File: config.mk
export PLATFORM = sky130hd
export DESIGN_NAME = axis_noc_link_tx
export DESIGN_NICKNAME = d
export VERILOG_FILES = /design/src/rtl/noc_link_pkg.sv /design/src/rtl/noc_credit_counter.sv /design/src/rtl/axis_noc_link_tx.sv
export SDC_FILE = /design/constraint.sdc
export NUM_CORES = 1
export LEC_CHECK = 0
export BUFFER_PORTS_ARGS = -buffer_cell sky130_fd_sc_hd__clkbuf_2
export CAP_MARGIN = 20
export CORE_ASPECT_RATIO = 0.7
export CORE_MARGIN = 4
export CORE_UTILIZATION = 50
export CTS_CLUSTER_DIAMETER = 200
export DETAILED_ROUTE_END_ITERATION = 7
export GPL_TIMING_DRIVEN = 0
export PLACE_DENSITY_LB_ADDON = 0.2
export SYNTH_ARGS = -nofsm -noshare
export SYNTH_HDL_FRONTEND = slang
export SYNTH_SLANG_ARGS = --single-unit
File: constraint.sdc
create_clock -name clk -period 5.51 [get_ports clk]
set_clock_uncertainty 0.1 [all_clocks]
set_input_delay 1.102 -clock clk [delete_from_list [all_inputs] [get_ports clk]]
set_output_delay 1.102 -clock clk [all_outputs]
set_load 0.01 [all_outputs]
File: src/rtl/noc_link_pkg.sv
// Shared types and helpers for the credit-based NoC link shims.
package noc_link_pkg;

    // Widest {tid,tdest} the packing helper supports; callers truncate to their DEST_WIDTH.
    localparam int MAX_DEST_WIDTH = 32;

    typedef enum logic [0:0] {
        ST_HEAD = 1'b0,
        ST_BODY = 1'b1
    } link_state_e;

    function automatic int credit_cnt_width(input int depth);
        return $clog2(depth + 1);
    endfunction

    function automatic logic [MAX_DEST_WIDTH-1:0] pack_dest(
        input logic [MAX_DEST_WIDTH-1:0] tid,
        input logic [MAX_DEST_WIDTH-1:0] tdest,
        input int                        tdest_width
    );
        return (tid << tdest_width) | tdest;
    endfunction

endpackage

File: src/rtl/noc_credit_counter.sv
// Saturating up/down credit counter with registered count, nonzero flag and
// sticky overflow flag (increment attempted while full without a decrement).
module noc_credit_counter
    import noc_link_pkg::*;
#(
    parameter int INIT_VAL  = 8,
    parameter int MAX_VAL   = 8,
    parameter int CNT_WIDTH = credit_cnt_width(MAX_VAL)
) (
    input  logic                 clk,
    input  logic                 rst_n,
    input  logic                 srst,
    input  logic                 dec,
    input  logic                 inc,
    output logic [CNT_WIDTH-1:0] count,
    output logic                 nonzero,
    output logic                 overflow
);

    localparam logic [CNT_WIDTH-1:0] INIT_CNT = CNT_WIDTH'(INIT_VAL);
    localparam logic [CNT_WIDTH-1:0] MAX_CNT  = CNT_WIDTH'(MAX_VAL);
    localparam logic [CNT_WIDTH-1:0] ZERO_CNT = {CNT_WIDTH{1'b0}};
    localparam logic [CNT_WIDTH-1:0] ONE_CNT  = CNT_WIDTH'(1);

    logic [CNT_WIDTH-1:0] count_r;
    logic [CNT_WIDTH-1:0] count_next_s;
    logic                 nonzero_r;
    logic                 overflow_r;
    logic                 ovf_event_s;

    // Next count: simultaneous inc/dec cancel; inc saturates at MAX, dec holds at zero.
    always_comb begin
        count_next_s = count_r;
        ovf_event_s  = 1'b0;
        case ({inc, dec})
            2'b10: begin
                if (count_r == MAX_CNT) begin
                    ovf_event_s = 1'b1;
                end else begin
                    count_next_s = count_r + ONE_CNT;
                end
            end
            2'b01: begin
                if (count_r != ZERO_CNT) begin
                    count_next_s = count_r - ONE_CNT;
                end else begin
                    count_next_s = count_r;
                end
            end
            default: begin
                count_next_s = count_r;
            end
        endcase
    end

    // Count, nonzero and sticky overflow registers.
    always_ff @(posedge clk or negedge rst_n) begin
        if (!rst_n) begin
            count_r    <= INIT_CNT;
            nonzero_r  <= (INIT_CNT != ZERO_CNT);
            overflow_r <= 1'b0;
        end else if (srst) begin
            count_r    <= INIT_CNT;
            nonzero_r  <= (INIT_CNT != ZERO_CNT);
            overflow_r <= 1'b0;
        end else begin
            count_r    <= count_next_s;
            nonzero_r  <= (count_next_s != ZERO_CNT);
            overflow_r <= overflow_r | ovf_event_s;
        end
    end

    assign count    = count_r;
    assign nonzero  = nonzero_r;
    assign overflow = overflow_r;

endmodule

File: src/rtl/axis_noc_link_tx.sv
// AXI-Stream to credit-based NoC link transmitter: registered flit output,
// wormhole destination freeze and sticky protocol error flags.
module axis_noc_link_tx
    import noc_link_pkg::*;
#(
    parameter int FLIT_BUFFER_DEPTH = 8,
    parameter int TDATA_WIDTH       = 128,
    parameter int TDEST_WIDTH       = 4,
    parameter int TID_WIDTH         = 2,
    parameter int DEST_WIDTH        = TDEST_WIDTH + TID_WIDTH,
    parameter int CNT_WIDTH         = $clog2(FLIT_BUFFER_DEPTH + 1)
) (
    input  logic                   clk,
    input  logic                   rst_n,
    input  logic                   axis_in_tvalid,
    output logic                   axis_in_tready,
    input  logic [TDATA_WIDTH-1:0] axis_in_tdata,
    input  logic                   axis_in_tlast,
    input  logic [TID_WIDTH-1:0]   axis_in_tid,
    input  logic [TDEST_WIDTH-1:0] axis_in_tdest,
    output logic [TDATA_WIDTH-1:0] data_out,
    output logic [DEST_WIDTH-1:0]  dest_out,
    output logic                   is_tail_out,
    output logic                   send_out,
    input  logic                   credit_in,
    output logic [CNT_WIDTH-1:0]   credits_avail,
    output logic                   err_credit_overflow,
    output logic                   err_dest_change
);

    link_state_e            state_r;
    logic                   in_reset_n_r;
    logic                   credit_nonzero_s;
    logic                   fire_s;
    logic [DEST_WIDTH-1:0]  head_dest_s;
    logic [DEST_WIDTH-1:0]  dest_hold_r;
    logic [TDATA_WIDTH-1:0] data_r;
    logic [DEST_WIDTH-1:0]  dest_r;
    logic                   is_tail_r;
    logic                   send_r;
    logic                   err_dest_change_r;

    // tready depends only on registers so the source never sees a tvalid loop.
    assign axis_in_tready = in_reset_n_r & credit_nonzero_s;
    assign fire_s         = axis_in_tvalid & axis_in_tready;
    assign head_dest_s    = DEST_WIDTH'(pack_dest(MAX_DEST_WIDTH'(axis_in_tid),
                                                  MAX_DEST_WIDTH'(axis_in_tdest),
                                                  TDEST_WIDTH));

    noc_credit_counter #(
        .INIT_VAL  (FLIT_BUFFER_DEPTH),
        .MAX_VAL   (FLIT_BUFFER_DEPTH),
        .CNT_WIDTH (CNT_WIDTH)
    ) u_credit_counter (
        .clk      (clk),
        .rst_n    (rst_n),
        .srst     (1'b0),
        .dec      (fire_s),
        .inc      (credit_in),
        .count    (credits_avail),
        .nonzero  (credit_nonzero_s),
        .overflow (err_credit_overflow)
    );

    // Holds tready low for the first cycle after reset release.
    always_ff @(posedge clk or negedge rst_n) begin
        if (!rst_n) begin
            in_reset_n_r <= 1'b0;
        end else begin
            in_reset_n_r <= 1'b1;
        end
    end

    // Packet FSM, destination freeze and the registered link outputs.
    always_ff @(posedge clk or negedge rst_n) begin
        if (!rst_n) begin
            state_r           <= ST_HEAD;
            dest_hold_r       <= {DEST_WIDTH{1'b0}};
            data_r            <= {TDATA_WIDTH{1'b0}};
            dest_r            <= {DEST_WIDTH{1'b0}};
            is_tail_r         <= 1'b0;
            send_r            <= 1'b0;
            err_dest_change_r <= 1'b0;
        end else begin
            send_r <= fire_s;
            if (fire_s) begin
                data_r    <= axis_in_tdata;
                is_tail_r <= axis_in_tlast;
                case (state_r)
                    ST_HEAD: begin
                        dest_r      <= head_dest_s;
                        dest_hold_r <= head_dest_s;
                        state_r     <= axis_in_tlast ? ST_HEAD : ST_BODY;
                    end
                    ST_BODY: begin
                        // A mid-packet destination change is flagged but never followed.
                        dest_r <= dest_hold_r;
                        if (head_dest_s != dest_hold_r) begin
                            err_dest_change_r <= 1'b1;
                        end
                        state_r <= axis_in_tlast ? ST_HEAD : ST_BODY;
                    end
                    default: begin
                        dest_r  <= head_dest_s;
                        state_r <= ST_HEAD;
                    end
                endcase
            end
        end
    end

    assign data_out        = data_r;
    assign dest_out        = dest_r;
    assign is_tail_out     = is_tail_r;
    assign send_out        = send_r;
    assign err_dest_change = err_dest_change_r;

endmodule

# Word level (Yosys, flattened, before mapping)

Index checks and enable logic that the tools add are counted.

Output and inout port bits: 143
Input bits: 139
Register bits after elaboration: 151

Add/sub/neg operators: 2
Equal/unequal tests: 4
Muxes and demuxes: 7
Bitwise logic cells: 5
Reductions and logical operators: 4

Operator list:

| cell                | number |
|---|---|
| $pmux 6 s2          | 1 |
| $mux 4              | 2 |
| $pmux 4 s2          | 1 |
| $reduce_bool 4->1   | 2 |
| $ne 6x6->1          | 1 |
| $or 6x4->6          | 1 |
| $add 4x1->4 const B | 1 |
| $eq 4x4->1 const B  | 1 |
| $sub 4x1->4 const B | 1 |
| $mux 1              | 3 |
| $reduce_and 3->1    | 1 |
| $and 1x1->1         | 2 |
| $eq 2x1->1 const B  | 1 |
| $eq 2x2->1 const B  | 1 |
| $reduce_and 2->1    | 1 |
| $not 1->1           | 1 |
| $or 1x1->1          | 1 |

# Logic depth before layout (Yosys ltp)

Word-level depth: 5
Gate-level depth with buffers: 10
Mapped depth without buffers: 8

# By module

From an unflattened synthesis, not the netlist that was laid out.

Cell total of the unflattened synthesis: 663
Area total of the unflattened synthesis: 6,077.1 um^2

By module, submodules not included:

| module             | times used | area each (um^2) | cells each |
|---|---|---|---|
| axis_noc_link_tx   | 1          | 5,539.1          | 604 |
| noc_credit_counter | 1          | 538.0            | 59 |

# Worst setup path after synthesis

No wires, ideal clock.

Kind: input to register
Start: input axis_in_tvalid
End: register u_credit_counter.nonzero_r, in the netlist u_credit_counter.nonzero
Setup slack: 2,453 ps
Cell stages on the path: 9
Setup time: 94 ps
Arrival: 2,863 ps
Cell sequence: nand2_1 > inv_2 > clkbuf_1 > ha_1 > buf_2 > nor3b_1 > o21ai_0 > o2111a_1 > or4_1

Longest elaborated chain between the ends: 4

RTL lines:

| element                                         | RTL line                 | RTL |
|---|---|---|
| from (decl)                                     | axis_noc_link_tx.sv:15   | `input logic axis_in_tvalid,` |
| $and 1x1->1 (*)                                 | axis_noc_link_tx.sv:45   | `assign fire_s = axis_in_tvalid & axis_in_tready;` |
| named net fire_s                                | axis_noc_link_tx.sv:34   | `logic fire_s;` |
| $eq 2x1->1 / $eq 2x2->1 (equally long branches) | noc_credit_counter.sv:35 | `case ({inc, dec})` |
| $pmux 4 s2 (*)                                  | noc_credit_counter.sv:35 |  |
| named net u_credit_counter.count_next_s[0]      | noc_credit_counter.sv:26 | `logic [CNT_WIDTH-1:0] count_next_s;` |
| $reduce_bool 4->1 (*)                           | noc_credit_counter.sv:68 | `nonzero_r <= (count_next_s != ZERO_CNT);` |
| to (signal assigned)                            | noc_credit_counter.sv:60 | `nonzero_r <= (INIT_CNT != ZERO_CNT);` |
| to (signal assigned)                            | noc_credit_counter.sv:64 | `nonzero_r <= (INIT_CNT != ZERO_CNT);` |
| to (signal assigned)                            | noc_credit_counter.sv:68 |  |
| to (decl)                                       | noc_credit_counter.sv:27 | `logic nonzero_r;` |

Mark *: on every way through the listed nets, which the timed path passes. The rest lies on a longest branch.
A chain may end at the register's enable or synchronous reset.

# Final worst setup path

Ends and elaborated chain as after synthesis.

==> reports/qor.csv <==
metric;value;unit
status;completed;
critPathSlowestCell;clkbuf_1;
endpoint_kind;register;
grt_use_total;0.237;
stdcell_area;0.00820;mm^2
synth_edf_count;0;
setup_viol;0;
swShare;0.356;
vias;5244;
cts_buffers;17;
wl_per_cell;14.0;um
finalCriticalPeriod;3.26;ns
combPwrFrac;0.340;
coreArea;0.0117;mm^2
grt_pass1_wl;26.1;mm
cts_setup_buffers;0;
dieArea;0.0137;mm^2
cts.htree.levels;4;
place_congestion;0.876;
fin_tns_setup;0;ns
dp_worst_setup_slack;1.82;ns
grt.busiest_layer;met2;
worst-path-buf-inv;4;
worstPathArrival;3.47;ns
ctsHoldBuffers;0;
syn-cell-area;0.00594;mm^2
drive_gt1_frac;0.341;
ctsLongestPathBuffers;2;
switchingPower;1.70;mW
min_path_type;reg -> reg;
gr-usage-met3;0.0658;
rsz0062_at_grt;no;
yosys_warnings;0;
rows;33;
die_x;138;um
cts_tree;yes;
netlist_instances;653;
p_per_area;580;mW/mm^2
port_buffers;281;
fmax;0.307;GHz
hold_viol;0;
worstPathMaxFanout;11;
fin_ws;2.25;ns
antenna_found_initial;0;
ant_nets;0;
pwr-share-clk;0.253;
drt_iter0_drc;242;
dr.pass1.iters;4;
area_delta_synth_final;37.9;%
cts_resized;0;
nFillCells;958;
synth-seq-cells;151;
insertion_delay;0.40;ns
clockRootBuffer;clkbuf_16;
clk_pin_slew;0.06;ns
grt_max_degree;118;
drc_errors;0;
finalWirelength;15.8;mm
use_met1;0.315;
p_leak;4.76;nW
syn_area_per_cell;9.10;um^2
met2_usage;0.380;
cp-start-kind;input port;
slew_violations;0;
max_stage_delay;0.51;ns
p_int;3.06;mW
dp_hpwl;11.9;mm
ir_drop;280;uV
synth_seq_area_share;0.636;
fin_crit_sh;0.591;
diodes;0;
worstSetupPathType;in -> reg;
dieHeight;99.2;um
multiInputGateArea;0.00201;mm^2
first_global_vias;5141;
p_seq_frac;0.407;
place_area;0.00758;mm^2
synthDistinctLibCells;40;
async_reset_ff_frac;1.00;
worst_pin_slew;0.634;ns
io_pins;282;
crit_path_cell_trace;clkbuf_2, nand2_1, inv_2, clkbuf_1, ha_1, buf_2, nor3b_1, o21ai_0, o2111a_1, or4_1;
max-cap-violations;0;
slew_headroom;0.577;
synth_ff_type;dfrtp_1;
critPathTopFamily;buffers and inverters;
vias_per_cell;4.67;
grt_overflow_total;0;
synth_nets;796;
fin_nets;1097;
start_util;0.509;
worstPathRequired;5.72;ns
seqCellArea;0.00378;mm^2
numClockSinks;151;
[worst register-to-register path, stage by stage, from the launching register on]
cell and delay (ns):
dfstp_2 0.51, and2_1 0.16, nand2_1 0.16, inv_2 0.20
clkbuf_1 0.51, ha_1 0.35, buf_2 0.17, nor3b_1 0.17
o21ai_0 0.12, o2111a_1 0.15, or4_1 0.49
[cells by family after synthesis]
kind of cell,share of synthesized area
simple gates,0.273
xor+xnor,0.00884
other cells,0.000631
fa+ha+maj,0.00842
compound gates,0.0225
flops,0.636
buf+inv,0.0261
mux,0.0248
[cell usage in the layout (no fill, tap or decap), drive strengths merged, types with 2 or more instances in the layout]
master,Yosys,final
ha,4,4
buf,6,7
a21oi,6,6
dfstp,2,2
nand2b,2,2
mux2,6,6
o311ai,2,2
o21a,2,2
dfrtp,149,149
xor2,4,4
clkbuf,27,326
nand2,393,393
clkinv,0,6
xnor2,2,2
nand3,3,3
nor2,8,8
bufinv,0,4
o21ai,4,4
mux2i,8,8
inv,7,8
[power by group through the flow]
stage               sequential [mW]  clock (mW)  combinational (mW)
floorplan                      2.16           0               0.614
global placement               1.93           0                1.61
detailed placement             1.94           0                1.65
CTS                            1.93        1.23                1.65
global route                   2.01        1.28                1.81
finish                         1.94        1.20                1.62
[per-stage QoR]
step / hold WS, ns / total power [mW] / cells / util
6_report: 0.370 / 4.76 / 1122 / 0.702
5_1_grt: 0.387 / 5.10 / 1122 / 0.702
4_1_cts: 0.371 / 4.82 / 1122 / 0.702
3_5_place_dp: 0.358 / 3.59 / 1092 / 0.649
3_3_place_gp: 0.352 / 3.54 / 1091 / 0.646
2_1_floorplan: 0.412 / 2.78 / 653 / -
[cell type report]
| class | instances | share of cell area |
|---|---|---|
| clock buffer | 18 | 0.0536 |
| sequential | 151 | 0.461 |
| inverter | 7 | 0.00320 |
| timing repair buffer | 282 | 0.176 |
| tap | 157 | 0.0240 |
| clock inverter | 12 | 0.0217 |
| buffer | 33 | 0.0157 |
| multi-input combinational | 462 | 0.245 |
[layer usage]
metal | share of wire | up-vias
met5 | 0 | -
li1 | - | 2618
met1 | 0.44 | 2409
met4 | 0.019 | 0
met2 | 0.47 | 192
met3 | 0.072 | 25
[sequential cells by signal, indices dropped and copies added (netlist names), 4 cells and up]
name / count
dest_out: 6
dest_hold_r: 6
data_out: 128
u_credit_counter.count: 4
[worst paths after layout]
| kind | start | end | slack (ns) | cells after the start |
|---|---|---|---|---|
| hold / removal | err_dest_change | err_dest_change | 0.37 | 1 |
| setup reg to reg | u_credit_counter.nonzero | u_credit_counter.nonzero | 2.34 | 10 |
| max in group asynchronous | rst_n | data_out[55] | 3.98 | 2 |
| min in group asynchronous | rst_n | data_out[41] | 0.49 | 1 |
| setup / recovery | axis_in_tvalid | u_credit_counter.nonzero | 2.25 | 10 |
| hold reg to reg | err_dest_change | err_dest_change | 0.37 | 1 |
[cell usage after synthesis (4+ instances only)]
cell type / n / area (um^2)
nand2_1: 393 / 1480
dfrtp_1: 149 / 3730
clkbuf_1: 27 / 101
mux2i_1: 8 / 80.1
nor2_1: 8 / 30.0
a21oi_1: 6 / 30.0
inv_1: 6 / 22.5
mux2_2: 6 / 67.6
buf_2: 4 / 20.0
ha_1: 4 / 50.1
o21ai_0: 4 / 20.0
xor2_1: 4 / 35.0
No activity file was read; power rests on OpenSTA's default activity.
